### src/rtl/neuron_core_bus_ctrl_pkg.sv
// Shared definitions for the neuron core bus controller: region codes, FSM
// encoding and default geometry.
package neuron_core_bus_ctrl_pkg;

    localparam logic [16:0] BASE_HI_DEF     = 17'h6000;
    localparam int          SYN_AW_DEF      = 8;
    localparam int          N_PARAM_DEF     = 3;
    localparam int          PARAM_START_BIT = 0;

    typedef enum logic [1:0] {
        REGION_SYN      = 2'd0,
        REGION_PARAM    = 2'd1,
        REGION_SPIKE    = 2'd2,
        REGION_UNMAPPED = 2'd3
    } region_e;

    typedef enum logic [1:0] {
        ST_IDLE = 2'd0,
        ST_RAM  = 2'd1,
        ST_ACK  = 2'd2
    } state_e;

endpackage

### src/rtl/neuron_core_bus_ctrl_addr_dec.sv
// Combinational region decode of the core's 32 KB Wishbone window.
module neuron_core_bus_ctrl_addr_dec
    import neuron_core_bus_ctrl_pkg::*;
#(
    parameter logic [16:0] BASE_HI = BASE_HI_DEF,
    parameter int          SYN_AW  = SYN_AW_DEF,
    parameter int          N_PARAM = N_PARAM_DEF
) (
    input  logic [31:0]       adr,
    output region_e           region,
    output logic [SYN_AW-1:0] syn_word,
    output logic [1:0]        param_idx
);

    logic unused_byte_bits;
    assign unused_byte_bits = ^adr[1:0];

    // NOTE: every signal written in always_comb gets a default first, so no path infers a latch.
    always_comb begin
        region = REGION_UNMAPPED;
        if (adr[31:15] == BASE_HI) begin
            case (adr[14:13])
                2'b00: if (adr[12:SYN_AW+2] == '0) region = REGION_SYN;
                2'b01: if (adr[12:4] == '0 && 32'(adr[3:2]) < N_PARAM) region = REGION_PARAM;
                2'b10: if (adr[12:2] == '0) region = REGION_SPIKE;
                default: region = REGION_UNMAPPED;
            endcase
        end
    end

    assign syn_word  = adr[SYN_AW+1:2];
    assign param_idx = adr[3:2];

endmodule

### src/rtl/neuron_core_bus_ctrl.sv
// Wishbone slave for one neuron core: sequences synapse RAM accesses, holds the
// parameter file, pulses core start and captures spikes in a read-to-clear register.
module neuron_core_bus_ctrl
    import neuron_core_bus_ctrl_pkg::*;
#(
    parameter logic [16:0] BASE_HI = BASE_HI_DEF,
    parameter int          SYN_AW  = SYN_AW_DEF,
    parameter int          N_PARAM = N_PARAM_DEF
) (
    input  logic                   wb_clk_i,
    input  logic                   wb_rst_i,
    input  logic                   wbs_cyc_i,
    input  logic                   wbs_stb_i,
    input  logic                   wbs_we_i,
    input  logic [3:0]             wbs_sel_i,
    input  logic [31:0]            wbs_adr_i,
    input  logic [31:0]            wbs_dat_i,
    output logic                   wbs_ack_o,
    output logic [31:0]            wbs_dat_o,
    output logic                   ram_en_o,
    output logic [3:0]             ram_we_o,
    output logic [SYN_AW-1:0]      ram_a_o,
    output logic [31:0]            ram_di_o,
    input  logic [31:0]            ram_do_i,
    input  logic                   core_busy_i,
    input  logic                   core_rd_i,
    input  logic [SYN_AW-1:0]      core_addr_i,
    output logic [32*N_PARAM-1:0]  param_o,
    output logic                   core_start_o,
    input  logic [31:0]            spike_i,
    input  logic                   spike_valid_i
);

    region_e           region;
    logic [SYN_AW-1:0] syn_word;
    logic [1:0]        param_idx;

    neuron_core_bus_ctrl_addr_dec #(
        .BASE_HI (BASE_HI),
        .SYN_AW  (SYN_AW),
        .N_PARAM (N_PARAM)
    ) u_addr_dec (
        .adr       (wbs_adr_i),
        .region    (region),
        .syn_word  (syn_word),
        .param_idx (param_idx)
    );

    state_e                   state_q, state_d;
    logic [SYN_AW-1:0]        lat_addr_q;
    logic [31:0]              lat_data_q;
    logic [3:0]               lat_sel_q;
    logic                     lat_we_q;
    logic                     ram_rd_q;
    logic [31:0]              rd_data_q;
    logic [31:0]              spike_q;
    logic [N_PARAM-1:0][31:0] param_q;
    logic                     start_q;

    logic req, accept_syn, reg_access, spike_rd, param_wr;

    assign req        = wbs_cyc_i & wbs_stb_i & (state_q == ST_IDLE);
    assign accept_syn = req & (region == REGION_SYN) & ~core_busy_i;
    assign reg_access = req & (region != REGION_SYN);
    assign spike_rd   = reg_access & (region == REGION_SPIKE) & ~wbs_we_i;
    assign param_wr   = reg_access & (region == REGION_PARAM) & wbs_we_i;

    always_ff @(posedge wb_clk_i or posedge wb_rst_i) begin
        if (wb_rst_i) state_q <= ST_IDLE;
        else          state_q <= state_d;
    end

    always_comb begin
        state_d   = state_q;
        wbs_ack_o = 1'b0;
        wbs_dat_o = '0;
        ram_en_o  = 1'b0;
        ram_we_o  = 4'h0;
        ram_a_o   = '0;
        ram_di_o  = '0;
        case (state_q)
            ST_IDLE: begin
                if (accept_syn)      state_d = ST_RAM;
                else if (reg_access) state_d = ST_ACK;
            end
            ST_RAM: begin
                state_d  = ST_ACK;
                ram_en_o = 1'b1;
                ram_we_o = lat_we_q ? lat_sel_q : 4'h0;
                ram_a_o  = lat_addr_q;
                ram_di_o = lat_data_q;
            end
            ST_ACK: begin
                state_d   = ST_IDLE;
                wbs_ack_o = wbs_cyc_i;
                // The RAM's own output register holds the fetched word through ACK.
                if (wbs_cyc_i) wbs_dat_o = ram_rd_q ? ram_do_i : rd_data_q;
            end
            default: state_d = ST_IDLE;
        endcase
        if (core_busy_i && state_q != ST_RAM) begin
            ram_en_o = core_rd_i;
            ram_a_o  = core_addr_i;
            ram_we_o = 4'h0;
        end
    end

    // NOTE: sequential state uses non-blocking assignments only, so every flop samples pre-edge values.
    always_ff @(posedge wb_clk_i or posedge wb_rst_i) begin
        if (wb_rst_i) begin
            lat_addr_q <= '0;
            lat_data_q <= '0;
            lat_sel_q  <= 4'h0;
            lat_we_q   <= 1'b0;
            ram_rd_q   <= 1'b0;
            rd_data_q  <= '0;
            spike_q    <= '0;
            start_q    <= 1'b0;
            // NOTE: the parameter file is plain flops, so it is reset like any register (unlike a RAM array).
            param_q    <= '0;
        end else begin
            start_q <= param_wr && param_idx == 2'd0 &&
                       wbs_sel_i[PARAM_START_BIT/8] && wbs_dat_i[PARAM_START_BIT];

            if (accept_syn) begin
                lat_addr_q <= syn_word;
                lat_data_q <= wbs_dat_i;
                lat_sel_q  <= wbs_sel_i;
                lat_we_q   <= wbs_we_i;
                ram_rd_q   <= ~wbs_we_i;
                rd_data_q  <= '0;
            end else if (reg_access) begin
                ram_rd_q  <= 1'b0;
                rd_data_q <= '0;
                if (!wbs_we_i) begin
                    case (region)
                        REGION_PARAM: rd_data_q <= param_q[param_idx];
                        REGION_SPIKE: rd_data_q <= spike_q;
                        default:      rd_data_q <= '0;
                    endcase
                end
            end

            if (param_wr) begin
                for (int b = 0; b < 4; b++) begin
                    if (wbs_sel_i[b]) param_q[param_idx][8*b +: 8] <= wbs_dat_i[8*b +: 8];
                end
                // The start bit only triggers; it is never stored.
                if (param_idx == 2'd0) param_q[0][PARAM_START_BIT] <= 1'b0;
            end

            if (spike_rd)           spike_q <= spike_valid_i ? spike_i : '0;
            else if (spike_valid_i) spike_q <= spike_q | spike_i;
        end
    end

    assign core_start_o = start_q;
    assign param_o      = param_q;

endmodule
### config.mk
export PLATFORM = sky130hd
export DESIGN_NAME = neuron_core_bus_ctrl
export DESIGN_NICKNAME = d
export VERILOG_FILES = /design/src/rtl/neuron_core_bus_ctrl_pkg.sv /design/src/rtl/neuron_core_bus_ctrl_addr_dec.sv /design/src/rtl/neuron_core_bus_ctrl.sv
export SDC_FILE = /design/constraint.sdc
export NUM_CORES = 1
export LEC_CHECK = 0
export BUFFER_PORTS_ARGS = -buffer_cell sky130_fd_sc_hd__buf_2
export CAP_MARGIN = 10
export CELL_PAD_IN_SITES_DETAIL_PLACEMENT = 1
export CELL_PAD_IN_SITES_GLOBAL_PLACEMENT = 2
export CORE_UTILIZATION = 30
export DETAILED_ROUTE_END_ITERATION = 8
export GPL_ROUTABILITY_DRIVEN = 0
export PLACE_DENSITY_LB_ADDON = 0.1
export SYNTH_ARGS = -nofsm -noshare
export SYNTH_HDL_FRONTEND = slang
export SYNTH_HIERARCHICAL = 1
export SYNTH_SLANG_ARGS = --single-unit
### constraint.sdc
create_clock -name wb_clk_i -period 6.7 [get_ports wb_clk_i]
set_input_delay 1.005 -clock wb_clk_i [delete_from_list [all_inputs] [get_ports wb_clk_i]]
set_output_delay 1.005 -clock wb_clk_i [all_outputs]
set_load 0.005 [all_outputs]
=== Word-level counts from Yosys, hierarchy flattened ===
Index checks and enable logic that the tools add are counted.

* Memories: 0
* Register bits after elaboration: 209
* Bits in latches: 0
* Logic and storage cells: 103
* Memory bits (read-only): 0
* Bits in writable memories: 0
* Output and inout bits: 175
* Input port bits: 148

* Eq/ne operators: 9
* Divide/modulo/power cells: 0
* Add/subtract/negate cells: 0
* Multiply operators: 0
* Shift-type cells: 0
* Magnitude comparators: 3
* Multiplexer cells: 51
* Reductions and logical operators: 16
* Bitwise operators: 12

{| class="wikitable"
|+ Operators by type and width
! cell !! number
|-
| two-way mux 96 bit || 7
|-
| bitwise mux 96 bit || 4
|-
| two-way mux 32 bit || 12
|-
| demux 32 bit (select 2 bit) || 4
|-
| binary-select mux 32 bit (select 2 bit) || 1
|-
| one-hot mux 32 bit (2 select lines) || 1
|-
| bitwise OR 32 bit || 1
|-
| two-way mux 24 bit || 1
|-
| two-way mux 8 bit || 3
|-
| equality test 17 x 15 -> 1 bit (second input constant) || 1
|-
| two-way mux 16 bit || 1
|-
| two-way mux 4 bit || 3
|-
| zero test 11 bit || 1
|-
| two-way mux 2 bit || 5
|-
| AND 1 bit || 9
|-
| zero test 9 bit || 1
|-
| zero test 2 bit || 4
|-
| two-way mux 1 bit || 7
|-
| equality test 2 x 1 -> 1 bit (second input constant) || 3
|-
| equality test 2 bit (second input constant) || 3
|-
| logical AND 1 bit || 6
|-
| one-hot mux 2 bit (3 select lines) || 1
|-
| nonzero test 2 bit || 3
|-
| one-hot mux 2 bit (2 select lines) || 1
|-
| other kinds (7) || 8
|}

=== Longest topological paths before layout ===
Gate-level depths: netlist of run 1.

* Word-level depth: 19
* Mapped depth: 11
* Mapped depth without buffers: 8

=== Hierarchy ===
The synthesis of run 1 kept the hierarchy.

{| class="wikitable"
|+ Modules (own cells, without submodules)
! module !! seq. area each (µm²) !! times used !! area an instance (µm²) !! cells an instance
|-
| neuron_core_bus_ctrl || 5230.0 || 1 || 9614.2 || 700
|-
| neuron_core_bus_ctrl_addr_dec || 0.0 || 1 || 180.2 || 24
|}

=== Worst setup path after synthesis of run 1 ===
Ideal clock, no wire load.

* Path type: input -> register
* From: input port wbs_adr_i[5]
* To: register lat_addr_q[7]
* Buffers on the path: 3
* Arrival: 3283 ps
* Library setup time: 125 ps
* Cell stages on the path: 11
* Data required time: 6575 ps
* Slack: 3292 ps
* Path through: or4_4 > o31ai_2 > nand4_1 > inv_1 > ha_1 > buf_4 > inv_1 > or3_4 > buf_6 > buf_6 > mux2_4

* Longest elaborated chain between the ends: 8
* Elaborated cells on any way between the ends: 10
* Classes of those cells: 4 x mux; 2 x bitwise; 4 x reduce/logical

{| class="wikitable"
|+ RTL lines
! what !! line !! RTL
|-
| start, declared || neuron_core_bus_ctrl.sv:16 || <nowiki>input logic [31:0] wbs_adr_i,</nowiki>
|-
| zero test 9 bit || neuron_core_bus_ctrl_addr_dec.sv:24 || <nowiki>2'b01: if (adr[12:4] == '0 && 32'(adr[3:2]) < N_PARAM) region = REGION_PARAM;</nowiki>
|-
| logical AND 1 bit || neuron_core_bus_ctrl_addr_dec.sv:24 ||
|-
| two-way mux 2 bit || neuron_core_bus_ctrl_addr_dec.sv:24 ||
|-
| one-hot mux 2 bit (3 select lines) || neuron_core_bus_ctrl_addr_dec.sv:22 || <nowiki>case (adr[14:13])</nowiki>
|-
| two-way mux 2 bit || neuron_core_bus_ctrl_addr_dec.sv:21 || <nowiki>if (adr[31:15] == BASE_HI) begin</nowiki>
|-
| named net region[1] || neuron_core_bus_ctrl.sv:34 || <nowiki>region_e region;</nowiki>
|-
| zero test 2 bit || neuron_core_bus_ctrl.sv:63 || <nowiki>assign accept_syn = req & (region == REGION_SYN) & ~core_busy_i;</nowiki>
|-
| AND 1 bit (2 in a row) || neuron_core_bus_ctrl.sv:63 ||
|-
| end signal, assigned || neuron_core_bus_ctrl.sv:126 || <nowiki>lat_addr_q <= syn_word;</nowiki>
|-
| end, declared || neuron_core_bus_ctrl.sv:50 || <nowiki>logic [SYN_AW-1:0] lat_addr_q;</nowiki>
|}

The timed path passes the listed nets, and every way through them passes these cells.
A chain may end at the register's enable or synchronous reset.

=== Worst setup path after layout of run 1 ===
* From: input port wbs_adr_i[3]
* To: register rd_data_q[7]

* Elaborated cells on any way between the ends: 21
* Classes of those cells: 1 x order compare; 2 x eq/ne; 10 x mux; 3 x bitwise; 5 x reduce/logical

{| class="wikitable"
|+ RTL lines
! what !! line !! RTL
|-
| zero test 11 bit * || neuron_core_bus_ctrl_addr_dec.sv:25 || <nowiki>2'b10: if (adr[12:2] == '0) region = REGION_SPIKE;</nowiki>
|-
| two-way mux 1 bit * || neuron_core_bus_ctrl_addr_dec.sv:25 ||
|-
| one-hot mux 2 bit (3 select lines) * || neuron_core_bus_ctrl_addr_dec.sv:22 ||
|-
| two-way mux 2 bit * || neuron_core_bus_ctrl_addr_dec.sv:21 ||
|-
| named net region[0] || neuron_core_bus_ctrl.sv:34 ||
|-
| equality test 2 bit / equality test 2 x 1 -> 1 bit (equally long branches) || neuron_core_bus_ctrl.sv:136 || <nowiki>case (region)</nowiki>
|-
| one-hot mux 32 bit (2 select lines) || neuron_core_bus_ctrl.sv:136 ||
|-
| two-way mux 32 bit || neuron_core_bus_ctrl.sv:135 || <nowiki>if (!wbs_we_i) begin</nowiki>
|-
| two-way mux 32 bit || neuron_core_bus_ctrl.sv:132 || <nowiki>end else if (reg_access) begin</nowiki>
|-
| two-way mux 32 bit || neuron_core_bus_ctrl.sv:125 || <nowiki>if (accept_syn) begin</nowiki>
|-
| end signal, assigned || neuron_core_bus_ctrl.sv:137 || <nowiki>REGION_PARAM: rd_data_q <= param_q[param_idx];</nowiki>
|-
| end signal, assigned || neuron_core_bus_ctrl.sv:138 || <nowiki>REGION_SPIKE: rd_data_q <= spike_q;</nowiki>
|-
| end, declared || neuron_core_bus_ctrl.sv:55 || <nowiki>logic [31:0] rd_data_q;</nowiki>
|}

Mark *: on every way through the listed nets, which the timed path passes. The rest lies on a longest branch. The select of a mux whose other input is x is not followed.

==> metrics.md, run 1 <==
| Metric | Value |
|---|---|
| Worst setup path startpoint | wbs_adr_i[3] |
| Fin crit period | between 4 and 5 ns |
| Skew final | ~0.014 ns |
| Final setup viols | 0 |
| DR iter-0 viols | between 400 and 500 |
| Fraction of the yosys area taken by sequential cells | between 50% and 60% |
| Final Max Slew Viols | 0 |
| WP data arrival | between 4 and 5 ns |
| DR vias/cell | between 5 and 6 |
| Synth top area cells | dfrtp_1 53%, mux2_2 17%, mux2_4 4.3% |
| Post-Synthesis Cells | 724 |
| Most frequent cells after synthesis | 209 x dfrtp_1, 144 x mux2_2, 33 x and2_1, 33 x nor2_1, 33 x o2bb2ai_1 |
| Setup CP Type | in2reg |
| R2r startpoint | state_q[1] |
| Core area | 31800 um2 |
| Max_cap viols | 0 |
| Crit path top cell by count | inv_1 |
| Final wirelength | 33560 um |
| CTS tree | built |
| EDFF count, synth | 0 |
| Gr usage total | about a fifth |
| Synth area leader | dfrtp_1 |
| Routed length per placed instance | 22.72 um |
| Slew HR | about 24% |
| Final ANT Viol Nets | 0 |
| Initial antenna violation count | 5 |
| Nets | between 1000 and 1500 |
| RSZ-0062 raised after global routing | no |
| Status | completed |
| Resized cells post-CTS | 0 |
| H-tree depth | 1 |
| Setup slack, reg-to-reg | about 4 ns |
| Total clock buffers created by CTS | 26 |
| Worst reg2reg endpoint | rd_data_q[7] |
| Final worst-path cycle share | about three fifths |
| Post-Syn Area | slightly below 10000 um2 |
| Post-route setup TNS | 0 ns |
| CP Data Required Time | approximately 7.1 ns |
| Final Cell Area | ~13000 um2 |
| Worst path cell trace | buf_2 -> or4_1 -> o21ai_0 -> nand4b_1 -> inv_1 -> ha_1 -> inv_1 -> nand4_1 -> buf_4 -> o2bb2ai_1 |
| Ports | 323 |
| Clk sinks | roughly 210 |
| Syn-to-layout area delta | 29.73% |
| Crit path launch type | input port |
| Initial Utilization | a little under a third |
| CTS Buffer Depth | 3 |
| Top-count cell post-synth | dfrtp_1 |
| 1st-pass router iterations | 5 |
| Setup bufs post-CTS | 0 |
| Layout cells sized above 1 | 54.67% |
| R2R cell count | 4 |
| Number of placement rows | between 60 and 70 |
| Die area | between 30000 and 40000 um2 |
| Placed cells | 1426 |
| DR vias | between 7000 and 8000 |
| First-pass GRT wire length | between 50000 and 60000 um |
| Syn_nets | about 880 |
| Hold_buf cts | 0 |
| Synthesized area per cell | between 10 and 15 um2 |
| Peak supply drop | 0.1686 mV |
| Crit end category | flip-flop |
| Final hold slack | roughly 0.49 ns |
| Critical Path Max Stage Delay | roughly 0.76 ns |
| Leakage power | about 0.0067 uW |
| Chip height | between 150 and 200 um |
| Worst-path clk slew | 0.06 ns |
| Worst-Margin Slew | roughly 1.1 ns |
| Synth top area share | 53.40% |
| Number of distinct library cells after synthesis | 40 |
| Die Span X | between 150 and 200 um |
| Pwr Density | 233.5 nW/um2 |
| Final Hold Fails | 0 |
| Finished Layout Cells | 1477 |
| Fmax | 250.0 MHz |
| Slowest cell on crit path | nand4_1 |
| Worst-skew pair later-pin latency | around 0.53 ns |
| CTS Root Cell | clkbuf_16 |
| Critical Path Sink | rd_data_q[7] |
| Syn. warnings | 6 |
| Yosys reg bits | 209 |
| GRT overflow | 0 |
| Residual DRC | 0 |
| Placed Area | 11720 um2 |
| Worst-path maximum fanout | 36 |
| Count of input and output buffers | 320 |
| Vias in the first global route | roughly 8000 |
| Pin count of the biggest net entering global routing | around 110 |
| Ys flop type | dfrtp_1 |
| Ys async rst share | 100.0% |
| Hold Crit Class | reg2reg |
| DP HPWL | 23120 um |
cells by family after synthesis:
logic type	Yosys count	share of synthesized area [%]
flip-flops	209	53.40
AND/OR/NAND/NOR	127	8.534
buffers and inverters	70	3.602
multiplexers	204	24.12
adder cells (fa/ha/maj)	3	0.3833
AO/OA/AOI/OAI	111	9.964
metal layers:
layer / wire length [um] / part of all wire (%) / global-route usage (%) / vias to the layer above
li1: - / - / - / 3313
met1: 14900 / 44 / 27.51 / 3789
met2: 15640 / 47 / 32.55 / 259
met3: 2528 / 7.5 / 4.710 / 41
met4: 469 / 1.4 / 4.370 / 4
met5: 19 / 0.057 / 0 / -
critical path: cells and delay by family:
| family | cells | cell delay [ns] |
|---|---|---|
| adders and majority gates | 1 | 0.47 |
| and+or+nand+nor | 3 | 1.53 |
| buffers and inverters | 4 | 1.11 |
| AOI/OAI and AO/OA | 2 | 0.26 |
per-stage QoR:
step,worst slack (ns),utilization [%],power (uW)
5_1_grt,2.435,39.94,3072
2_1_floorplan,2.981,-,1337
3_5_place_dp,2.139,36.84,1413
4_1_cts,2.685,39.93,3008
6_report,2.700,39.96,2967
3_3_place_gp,2.138,36.84,1412
report_power, final:
group	internal [uW]	switching (uW)
registers	1260	0.475
clock network	1020	559
logic	43.6	79.6
state kept, by name, indices dropped and copies added, names as in the netlist, 2 cells and up:
register / flops
spike_q: 32
state_q: 2
rd_data_q: 32
lat_addr_q: 8
lat_sel_q: 4
param_o: 96
lat_data_q: 32
worst min path at each step:
| stage | endpoint | from | cells after the start |
|---|---|---|---|
| 2_1_floorplan | rd_data_q[0] | rd_data_q[0] | 1 |
| 3_3_place_gp | rd_data_q[6] | rd_data_q[6] | 1 |
| 3_5_place_dp | rd_data_q[6] | rd_data_q[6] | 1 |
| 4_1_cts | rd_data_q[3] | rd_data_q[3] | 1 |
| 5_1_grt | rd_data_q[7] | rd_data_q[7] | 1 |
| 6_report | rd_data_q[1] | rd_data_q[1] | 1 |
cell type report:
cell class | instances | area [um2]
Antenna cell | 3 | 7.507
Clock inverter | 10 | 175.2
Inverter | 10 | 41.29
Clock buffer | 38 | 807.0
Sequential cell | 209 | 5231
Fill cell | 3451 | 19090
Multi-Input combinational cell | 445 | 4233
Tap cell | 435 | 544.3
Timing Repair Buffer | 327 | 1667
layout by cell type, fill, tap and decap left out, types with 7 or more instances in the layout:
cell type  Yosys  layout
dfrtp_1      209     208
buf_2         12     320
clkbuf_16      0      27
a22o_1        32      32
inv_1         10       9
nor2_1        33      33
a222oi_1      32      32
nand2_1       18      17
mux2i_1       32      32
nand4_2        7       7
o21ai_0        9       9
mux2_4        28      28
o2bb2ai_1     33      33
and2_1        33      33
clkbuf_8       0       9
mux2_2       144     144
(Power assumes the default switching activity.)
==> run 2, diff against run 1 <==
==> constraint.sdc (replaced) <==
create_clock -name wb_clk_i -period 3.65 [get_ports wb_clk_i]
set_input_delay 0.5475 -clock wb_clk_i [delete_from_list [all_inputs] [get_ports wb_clk_i]]
set_output_delay 0.5475 -clock wb_clk_i [all_outputs]
set_load 0.005 [all_outputs]
==> run 2 against run 1 <==
Net effect: register-to-register slack got worse by 2.4 ns; power increased by 76%; global-route usage decreased by 0.063 points; non-clock buffer count increased by 19; final area increased by 0.55%; critical endpoint is now param_o[14].
==> metrics.md, run 2 (synthesis gave the netlist of run 1 again) <==
| Metric | Value |
|---|---|
| Resized cells post-CTS | 0 |
| Initial antenna violation count | 3 |
| Core area | ~32000 um2 |
| Status | completed |
| Final Max Slew Viols | 0 |
| Nets | ~1200 |
| Setup CP Type | in2reg |
| Crit path launch type | input port |
| Internal | between 4000 and 5000 uW |
| RSZ-0062 raised after global routing | no |
| CP Data Required Time | 4.05 ns |
| Pin count of the biggest net entering global routing | 63 |
| Worst setup path startpoint | wbs_adr_i[5] |
| Psw | 1161 uW |
| First-pass GRT wire length | 50900 um |
| Layout Utilization | 40.18% |
| CTS Buffer Depth | 3 |
| Pwr Density | slightly above 400 nW/um2 |
| Residual DRC | 0 |
| Number of placement rows | 65 |
| Worst-path clk slew | about 0.060 ns |
| Gate power share | 4.5% |
| 1st-pass router iterations | 7 |
| Worst Slack Setup Final | ~0.74 ns |
| Syn-to-layout area delta | 30.44% |
| CTS Root Cell | clkbuf_16 |
| Placed Area | about 12000 um2 |
| Final wirelength | ~33000 um |
| Worst-skew pair later-pin latency | about 0.52 ns |
| DP HPWL | around 23000 um |
| Gr usage total | about a fifth |
| Switching share of power | between 20% and 30% |
| Setup WS pre-CTS | between 0.15 and 0.2 ns |
| Ports | 323 |
| Count of input and output buffers | 320 |
| Final ANT Viol Nets | 0 |
| Initial Utilization | between 30% and 40% |
| Routed wl met2 | between 15000 and 20000 um |
| DR iter-0 viols | approximately 430 |
| DR WL met3 | 2243 um |
| R2r startpoint | state_q[1] |
| Fin crit period | roughly 2.9 ns |
| Die area | ~33000 um2 |
| Layout cells sized above 1 | a little under three fifths |
| Top Layer Used | met4 |
| Crit end category | flip-flop |
| Overall Power | ~5200 uW |
| Worst-path maximum fanout | 8 |
| Final Cell Area | around 13000 um2 |
| Chip height | 182.7 um |
| Worst-Margin Slew | 1.139 ns |
| CTS tree | built |
| Slew HR | about a quarter |
| Max_cap viols | 0 |
| Peak supply drop | about 0.28 mV |
| Die Span X | around 180 um |
| Final Hold Fails | 0 |
| Clk sinks | 209 |
| Leakage power | between 0.006 and 0.007 uW |
| Hold_buf cts | 0 |
| DR vias | ~7400 |
| WP data arrival | between 3 and 4 ns |
| Largest register FFs | 96 |
| Commonest non-fill, non-tap cell in the layout | buf_2 |
| Clock Power Share | slightly above 50% |
| Sequential share of power | approximately 44% |
| Final worst-path cycle share | approximately four fifths |
| Setup bufs post-CTS | 0 |
| H-tree depth | 1 |
| DR vias/cell | between 4 and 5 |
| Routed length per placed instance | ~22 um |
| Hold Crit Class | in2async |
| GRT overflow | 0 |
| Fillers | roughly 3400 |
| Vias in the first global route | roughly 8000 |
| Fmax | 343.8 MHz |
| Skew final | slightly above 0.01 ns |
| Final setup viols | 0 |
| Most frequent cells in the layout | 320 x buf_2, 208 x dfrtp_1, 144 x mux2_2 |
| Post-route setup TNS | 0 ns |
| WL met1 | approximately 15000 um |
| Total clock buffers created by CTS | 26 |
[run 2: cell count changes in the layout (fill, tap and decap cells not counted), sizes merged]
cell,previous run,this run
buf,327,346
bufinv,5,3
clkbuf,38,36
clkinv,5,4
clkinvlp,1,2
[run 2: per-stage QoR]
| step | hold slack, ns | std cells |
|---|---|---|
| global placement | 0.4712 | 1445 |
| floorplan | 0.4554 | 724 |
| global route | 0.1730 | 1490 |
| CTS | 0.1523 | 1489 |
| finish | 0.1355 | 1492 |
| detailed placement | 0.4821 | 1445 |
[run 2: worst paths after layout]
check                                       to  slack (ns)  cells after the start
min in group wb_clk_i               spike_q[0]        0.25                      2
worst max-delay path               param_o[14]        0.74                      9
worst min-delay path             lat_addr_q[3]        0.14                      2
worst max register to register  lat_data_q[15]        1.61                      3
worst min register to register    rd_data_q[3]        0.49                      1
max in group asynchronous        lat_data_q[9]        2.69                      3
[run 2: layer usage]
metal	GRT usage [%]	vias up
met1	27.91	3768
met4	4.471	0
met2	32.35	249
met5	0	-
li1	-	3344
met3	3.991	36
[run 2: layout make-up]
type	count	area, um2	share of cell area, %
inverter	10	41.29	0.3232
clock inverter	8	128.9	1.009
clock buffer	36	768.2	6.013
multi-input combinational	445	4233	33.13
timing repair buffer	346	1822	14.26
antenna	3	7.507	0.05876
tap	435	544.3	4.260
sequential	209	5231	40.95
[run 2: critical path: stages]
cell	delay (ns)
buf_2	0.11
or4_4	0.54
o31ai_2	0.20
nand4_1	0.17
inv_1	0.11
ha_1	0.33
nor3b_4	0.45
nand4_2	0.43
mux2_2	0.42
[run 2: power by group through the flow]
| stage | clock (uW) | combinational [uW] | sequential, uW |
|---|---|---|---|
| 2_1_floorplan | 0 | 93.5 | 2360 |
| 3_3_place_gp | 0 | 239 | 2360 |
| 3_5_place_dp | 0 | 242 | 2360 |
| 4_1_cts | 2760 | 242 | 2320 |
| 5_1_grt | 2840 | 261 | 2320 |
| 6_report | 2680 | 234 | 2320 |
